$ cat src/rtl/fb_rotator_pkg.sv
// fb_rotator_pkg: shared types and helpers for frame_buffer_rotator.
//   buf_state_t  per-buffer ownership state (FREE/DRAW/READY/DISP)
//   MAX_BUFS     largest supported buffer count
//   idx_w()      index width for a given buffer count (never below 1)
//   reset_state  ownership of buffer i out of reset (0=DISP, 1=DRAW, rest FREE)
package fb_rotator_pkg;

   typedef enum logic [1:0] {
      BUF_FREE  = 2'd0,
      BUF_DRAW  = 2'd1,
      BUF_READY = 2'd2,
      BUF_DISP  = 2'd3
   } buf_state_t;

   localparam int MAX_BUFS = 8;

   function automatic int idx_w(input int n);
      return (n <= 2) ? 1 : $clog2(n);
   endfunction

   function automatic buf_state_t reset_state(input int i);
      return (i == 0) ? BUF_DISP : (i == 1) ? BUF_DRAW : BUF_FREE;
   endfunction

endpackage

$ cat src/rtl/vsync_edge_sync.sv
// vsync_edge_sync: brings the asynchronous vsync into the CLK domain and
// emits a one-cycle vs_event on the active edge.
//   CLK       system clock
//   rst       synchronous active-high reset, clears all flops
//   vsync     asynchronous vsync from the timing generator
//   vs_event  one-cycle pulse: falling edge (VS_ACTIVE_LOW=1) or rising edge
module vsync_edge_sync #(
   parameter int SYNC_STAGES   = 2,
   parameter bit VS_ACTIVE_LOW = 1'b1
)(
   input  logic CLK,
   input  logic rst,
   input  logic vsync,
   output logic vs_event
);

   logic [SYNC_STAGES-1:0] sync_q;
   logic                   prev_q;
   logic                   cur;

   assign cur = sync_q[SYNC_STAGES-1];

   always_ff @(posedge CLK) begin
      if (rst) begin
         sync_q <= '0;
         prev_q <= 1'b0;
      end else begin
         sync_q <= {sync_q[SYNC_STAGES-2:0], vsync};
         prev_q <= cur;
      end
   end

   // Flops clear to 0, so an idle-high active-low vsync coming out of reset
   // looks like a rising edge and never produces a spurious event.
   assign vs_event = VS_ACTIVE_LOW ? (prev_q & ~cur) : (~prev_q & cur);

endmodule

$ cat src/rtl/frame_buffer_rotator.sv
// frame_buffer_rotator: N-way frame-buffer ownership controller between the
// render core and the scan-out address mux.
//   CLK, rst    system clock, synchronous active-high reset
//   vsync       asynchronous vsync from the timing generator
//   swap_req    1-cycle pulse, renderer finished buffer draw_idx
//   draw_idx    buffer the renderer writes (valid while !draw_stall)
//   draw_stall  no buffer available for drawing
//   disp_idx    buffer scan-out reads
//   swap_ack    1-cycle pulse on the cycle disp_idx changes
//   frame_cnt   vs_event count, wraps
//   drop_cnt    superseded READY frames, saturating
// Build option: define SWAP_STATS_EN to enable drop_cnt; otherwise it is tied 0.
module frame_buffer_rotator
   import fb_rotator_pkg::*;
#(
   parameter int NUM_BUFS      = 3,
   parameter bit VS_ACTIVE_LOW = 1'b1,
   parameter bit BYPASS_VSYNC  = 1'b0,
   parameter int SYNC_STAGES   = 2,
   parameter int CNT_W         = 16,
   localparam int IDX_W        = idx_w(NUM_BUFS)
)(
   input  logic             CLK,
   input  logic             rst,
   input  logic             vsync,
   input  logic             swap_req,
   output logic [IDX_W-1:0] draw_idx,
   output logic             draw_stall,
   output logic [IDX_W-1:0] disp_idx,
   output logic             swap_ack,
   output logic [CNT_W-1:0] frame_cnt,
   output logic [CNT_W-1:0] drop_cnt
);

   if (NUM_BUFS < 2 || NUM_BUFS > MAX_BUFS) begin : g_bad_bufs
      $error("frame_buffer_rotator: NUM_BUFS out of range");
   end

   buf_state_t       st     [NUM_BUFS];
   buf_state_t       st_nxt [NUM_BUFS];
   logic             has_draw, has_ready;
   logic [IDX_W-1:0] ready_idx;
   logic             vs_sync_event, vs_event;
   logic             accept, flip, alloc_done;

   vsync_edge_sync #(
      .SYNC_STAGES   (SYNC_STAGES),
      .VS_ACTIVE_LOW (VS_ACTIVE_LOW)
   ) u_vs_sync (
      .CLK      (CLK),
      .rst      (rst),
      .vsync    (vsync),
      .vs_event (vs_sync_event)
   );

   assign vs_event = BYPASS_VSYNC ? 1'b1 : vs_sync_event;

   // Locate the DRAW/READY/DISP buffers; the invariant guarantees at most one each.
   always_comb begin
      has_draw  = 1'b0;
      has_ready = 1'b0;
      draw_idx  = '0;
      ready_idx = '0;
      disp_idx  = '0;
      for (int i = 0; i < NUM_BUFS; i++) begin
         if (st[i] == BUF_DRAW)  begin has_draw  = 1'b1; draw_idx  = IDX_W'(i); end
         if (st[i] == BUF_READY) begin has_ready = 1'b1; ready_idx = IDX_W'(i); end
         if (st[i] == BUF_DISP)  disp_idx = IDX_W'(i);
      end
   end

   assign draw_stall = ~has_draw;
   assign accept     = swap_req & has_draw;
   // A same-cycle swap makes the just-finished buffer eligible for this flip.
   assign flip       = vs_event & (accept | has_ready);

   // Swap first, then flip, then refill the DRAW slot from the lowest FREE buffer.
   always_comb begin
      alloc_done = 1'b0;
      for (int i = 0; i < NUM_BUFS; i++) st_nxt[i] = st[i];
      if (accept) begin
         if (has_ready) st_nxt[ready_idx] = BUF_FREE;
         st_nxt[draw_idx] = BUF_READY;
      end
      if (flip) begin
         st_nxt[disp_idx] = BUF_FREE;
         st_nxt[accept ? draw_idx : ready_idx] = BUF_DISP;
      end
      if (!has_draw || accept) begin
         for (int i = 0; i < NUM_BUFS; i++) begin
            if (!alloc_done && st_nxt[i] == BUF_FREE) begin
               st_nxt[i]  = BUF_DRAW;
               alloc_done = 1'b1;
            end
         end
      end
   end

   always_ff @(posedge CLK) begin
      if (rst) begin
         for (int i = 0; i < NUM_BUFS; i++) st[i] <= reset_state(i);
         swap_ack  <= 1'b0;
         frame_cnt <= '0;
      end else begin
         for (int i = 0; i < NUM_BUFS; i++) st[i] <= st_nxt[i];
         swap_ack <= flip;
         if (vs_event) frame_cnt <= frame_cnt + CNT_W'(1);
      end
   end

`ifdef SWAP_STATS_EN
   logic drop_inc;
   assign drop_inc = accept & has_ready;

   always_ff @(posedge CLK) begin
      if (rst)
         drop_cnt <= '0;
      else if (drop_inc && drop_cnt != {CNT_W{1'b1}})
         drop_cnt <= drop_cnt + CNT_W'(1);
   end
`else
   assign drop_cnt = '0;
`endif

endmodule
$ cat config.mk
export PLATFORM = sky130hd
export DESIGN_NAME = frame_buffer_rotator
export DESIGN_NICKNAME = d
export VERILOG_FILES = /design/src/rtl/fb_rotator_pkg.sv /design/src/rtl/vsync_edge_sync.sv /design/src/rtl/frame_buffer_rotator.sv
export SDC_FILE = /design/constraint.sdc
export NUM_CORES = 1
export LEC_CHECK = 0
export ABC_AREA = 1
export CAP_MARGIN = 10
export CORE_MARGIN = 2
export CORE_UTILIZATION = 43
export DETAILED_ROUTE_END_ITERATION = 12
export PLACE_DENSITY = 0.78
export SYNTH_ARGS = -nofsm -noshare
export SYNTH_HDL_FRONTEND = slang
export SYNTH_SLANG_ARGS = --single-unit
$ cat constraint.sdc
create_clock -name CLK -period 1.5 [get_ports CLK]
set_clock_uncertainty 0.05 [all_clocks]
set_input_delay 0.3 -clock CLK [delete_from_list [all_inputs] [get_ports CLK]]
set_output_delay 0.3 -clock CLK [all_outputs]
set_load 0.02 [all_outputs]
==> impl_metrics.toml <==
[die]
die_h_um = 62.82
core_um2 = 3337
dieArea_um2 = 3946
io_pins = 42
start_util = 0.4458
rows = 21
die_width_um = 62.82

[route]
wl_um = 3499
via_count = 1479
dr.pass1.iters = 4
drt-wirelength-per-cell_um = 11.00
drt_iter0_drc = 58
ant_nets = 0
viasPerCell = 4.651
drc = 0

[critical_path]
critPathTopFamily = "simple AND/OR/NAND/NOR gates"
critical_path_class = "flop to flop"
cp_data_arrival_time_ns = 1.77
cp_slowest_cell = "dfxtp_4"
endpoint_kind = "flop"
worst-path-buf-inv = 2
cp_max_fo = 4
slowest_delay_ns = 0.41
cp.required_ns = 1.71
start_kind = "flop"
critical_path.cell_chain = "inv_2 -> buf_4 -> nand2_1 -> nand2_2 -> nor2_4 -> nand2_8 -> nand3b_1 -> nand2_2 -> nand3_2 -> nand2_1 -> a21oi_1"

[sta]
min_period_ns = 1.557
fin_ws_ns = -0.05669
period_share = 1.038
finalSetupViolCount = 3
whs_ns = 0.3713
fmax_mhz = 642.4
rsz0062_at_grt = "true"
final_max_slew_viol_count = 0
hold_viol = 0

[clock_network]
cts_tree = "done"
cts_buffer_depth = 2
cts_root_buf = "clkbuf_4"
htreeDepth = 1
cts_sinks = 26
cts_inserted_buffers = 3
cts_hold_buf = 0
clock_latency_ns = 0.32
clkTransAtPathRegs_ns = 0.14

[global_route]
globalRouteOverflowTotal = 0
grt_pass1_vias = 1352
grt_pass1_wl_um = 5444
antenna_found_initial = 0
grt_max_degree = 15
track_usage = 0.1686

[pwr]
leakage_nw = 1.065
power_mw = 2.528
power_density_nw_per_um2 = 1169
ir_worst_vdd_mv = 0.5652

[cells_and_area]
regArea_um2 = 543.0
nNetsFinal = 278
multi_input_area_um2 = 932.1
antennaDiodeCount = 0
instances_no_fill = 318
fill_cells = 310
utilization = 0.6483
synthToLayoutAreaGrowth_pct = 45.42
drive_gt1_frac = 0.3750

[synth]
ys_seq_elements = 26
synthMuxAreaShare = 0
synthArstFlopShare = 0
ys_warn_count = 0
yosys.area_share.simple = 0.3516
yosysSeqAreaShare = 0.3499
synth_edf_count = 0
yosys.area.top_type = "dfxtp_1"
ys_top_cells_by_area = "dfxtp_1, nand2_1, buf_4, inv_1, nor2_1"
synth_compound_area_frac = 0.09756
ys_types = 27
netlist_area_um2 = 1488
synthAdderAreaFrac = 0.008410
synth_xor_area_frac = 0.01766
syn_inst = 214
yosys.area.top_type_share = 0.3499
ys.flop_type = "dfxtp_1"
syn_avg_cell_area_um2 = 6.952
synth_top_family_by_area = "simple AND/OR/NAND/NOR gates"

[placement]
routabilityCongestion = 0.9177
io_buffers = 25
dp.cells = 308
dpl.hpwl_um = 2404

[worst_hold_path]
hp-class = "flop to flop"

[flow_run]
cap_violations = 0

[outcome]
status = "finished, violations left"
violations = "negative setup slack"
[registers in the layout, summed over array words and instances (netlist names)]
register	flops
u_vs_sync.prev_q	1
swap_ack	1
st	6
u_vs_sync.sync_q	2
frame_cnt	16
[repair_timing]
item,4_1_cts,5_1_grt
pin swaps,5,13
resized for setup,52,45
buffers inserted,2,4
hold endpoints to repair,0,0
setup endpoints to repair,29,20
[cell type report]
type | count | area share
inverter | 33 | 0.05842
tap | 46 | 0.02661
timing repair buffer | 58 | 0.2209
sequential | 26 | 0.2510
clock buffer | 4 | 0.01215
multi-input combinational | 151 | 0.4309
[cells in the mapped netlist (3+ instances only)]
cell and n:
dfxtp_1 26, o21ai_0 9, nand2_2 4, nand2_1 40, nand3_1 10, nor2_1 26, inv_1 31, nor2_2 5
nand3_2 5, nand4_1 3, buf_4 16, a21oi_1 13, o21a_1 3, nor2_4 3, nand2_4 3
[final timing paths]
| kind | startpoint | slack, ns | endpoint | depth (start not counted) |
|---|---|---|---|---|
| max | st[0][2]$_SDFF_PP1_ | -0.06 | st[0][4]$_SDFF_PP0_ | 11 |
| max reg2reg | st[0][2]$_SDFF_PP1_ | -0.06 | st[0][4]$_SDFF_PP0_ | 11 |
| min | u_vs_sync.sync_q[0]$_SDFF_PP0_ | 0.37 | u_vs_sync.sync_q[1]$_SDFF_PP0_ | 2 |
| min reg2reg | u_vs_sync.sync_q[0]$_SDFF_PP0_ | 0.37 | u_vs_sync.sync_q[1]$_SDFF_PP0_ | 2 |
[metrics by stage]
| step | TNS (ns) | instance area, um^2 | setup slack [ns] |
|---|---|---|---|
| floorplan | -0.04155 | 1584 | -0.03812 |
| global placement | -1.215 | 1974 | -0.2239 |
| detailed placement | -1.526 | 1974 | -0.2570 |
| CTS | -0.08013 | 2011 | -0.03004 |
| global route | -0.9360 | 2163 | -0.1224 |
| finish | -0.1111 | 2163 | -0.05669 |
[logic make-up after synthesis]
kind of cell,after synthesis
AND/OR/NAND/NOR,104
buffers and inverters,52
AO/OA/AOI/OAI,27
flip-flops,26
XOR/XNOR,3
adder cells (fa/ha/maj),1
other,1
[layout by cell type, fill, tap and decap left out, types with 3 or more instances in the layout]
master         synthesis  final
dfxtp_1               26     14
nand2_4                3      5
nor2_4                 3      8
nand3_4                0      3
dlygate4sd2_1          0     15
o21a_1                 3      3
dfxtp_2                0      9
nand2_2                4      7
nand3_2                5      6
inv_2                  2      6
nand3_1               10      6
clkbuf_4               0      3
nand4_1                3      3
buf_6                  0      3
a21oi_2                0      3
nor2_1                26     24
inv_1                 31     26
conb_1                 1     16
o21ai_1                1      4
buf_4                 16     32
o21ai_0                9      5
a21oi_1               13     10
dfxtp_4                0      3
nand2_1               40     33
[metal layers]
metal  GRT usage  routed length (um)  vias up
met1      0.1864                1447      672
li1            -                   -      754
met3     0.02703                 141        9
met2      0.3159                1845       44
met5           0                   0        -
met4     0.07222                  64        0
[worst min-delay path: stages (launching register included)]
cell,delay (ns)
dfxtp_1,0.33
inv_1,0.04
nor2_1,0.03
[report_power, final]
group	switching [mW]	internal, mW	leakage [nW]
registers	0.0661	0.758	0.216
clock network	0.214	0.104	0.0150
logic	0.777	0.609	0.834
No activity file was read; power rests on OpenSTA's default activity.
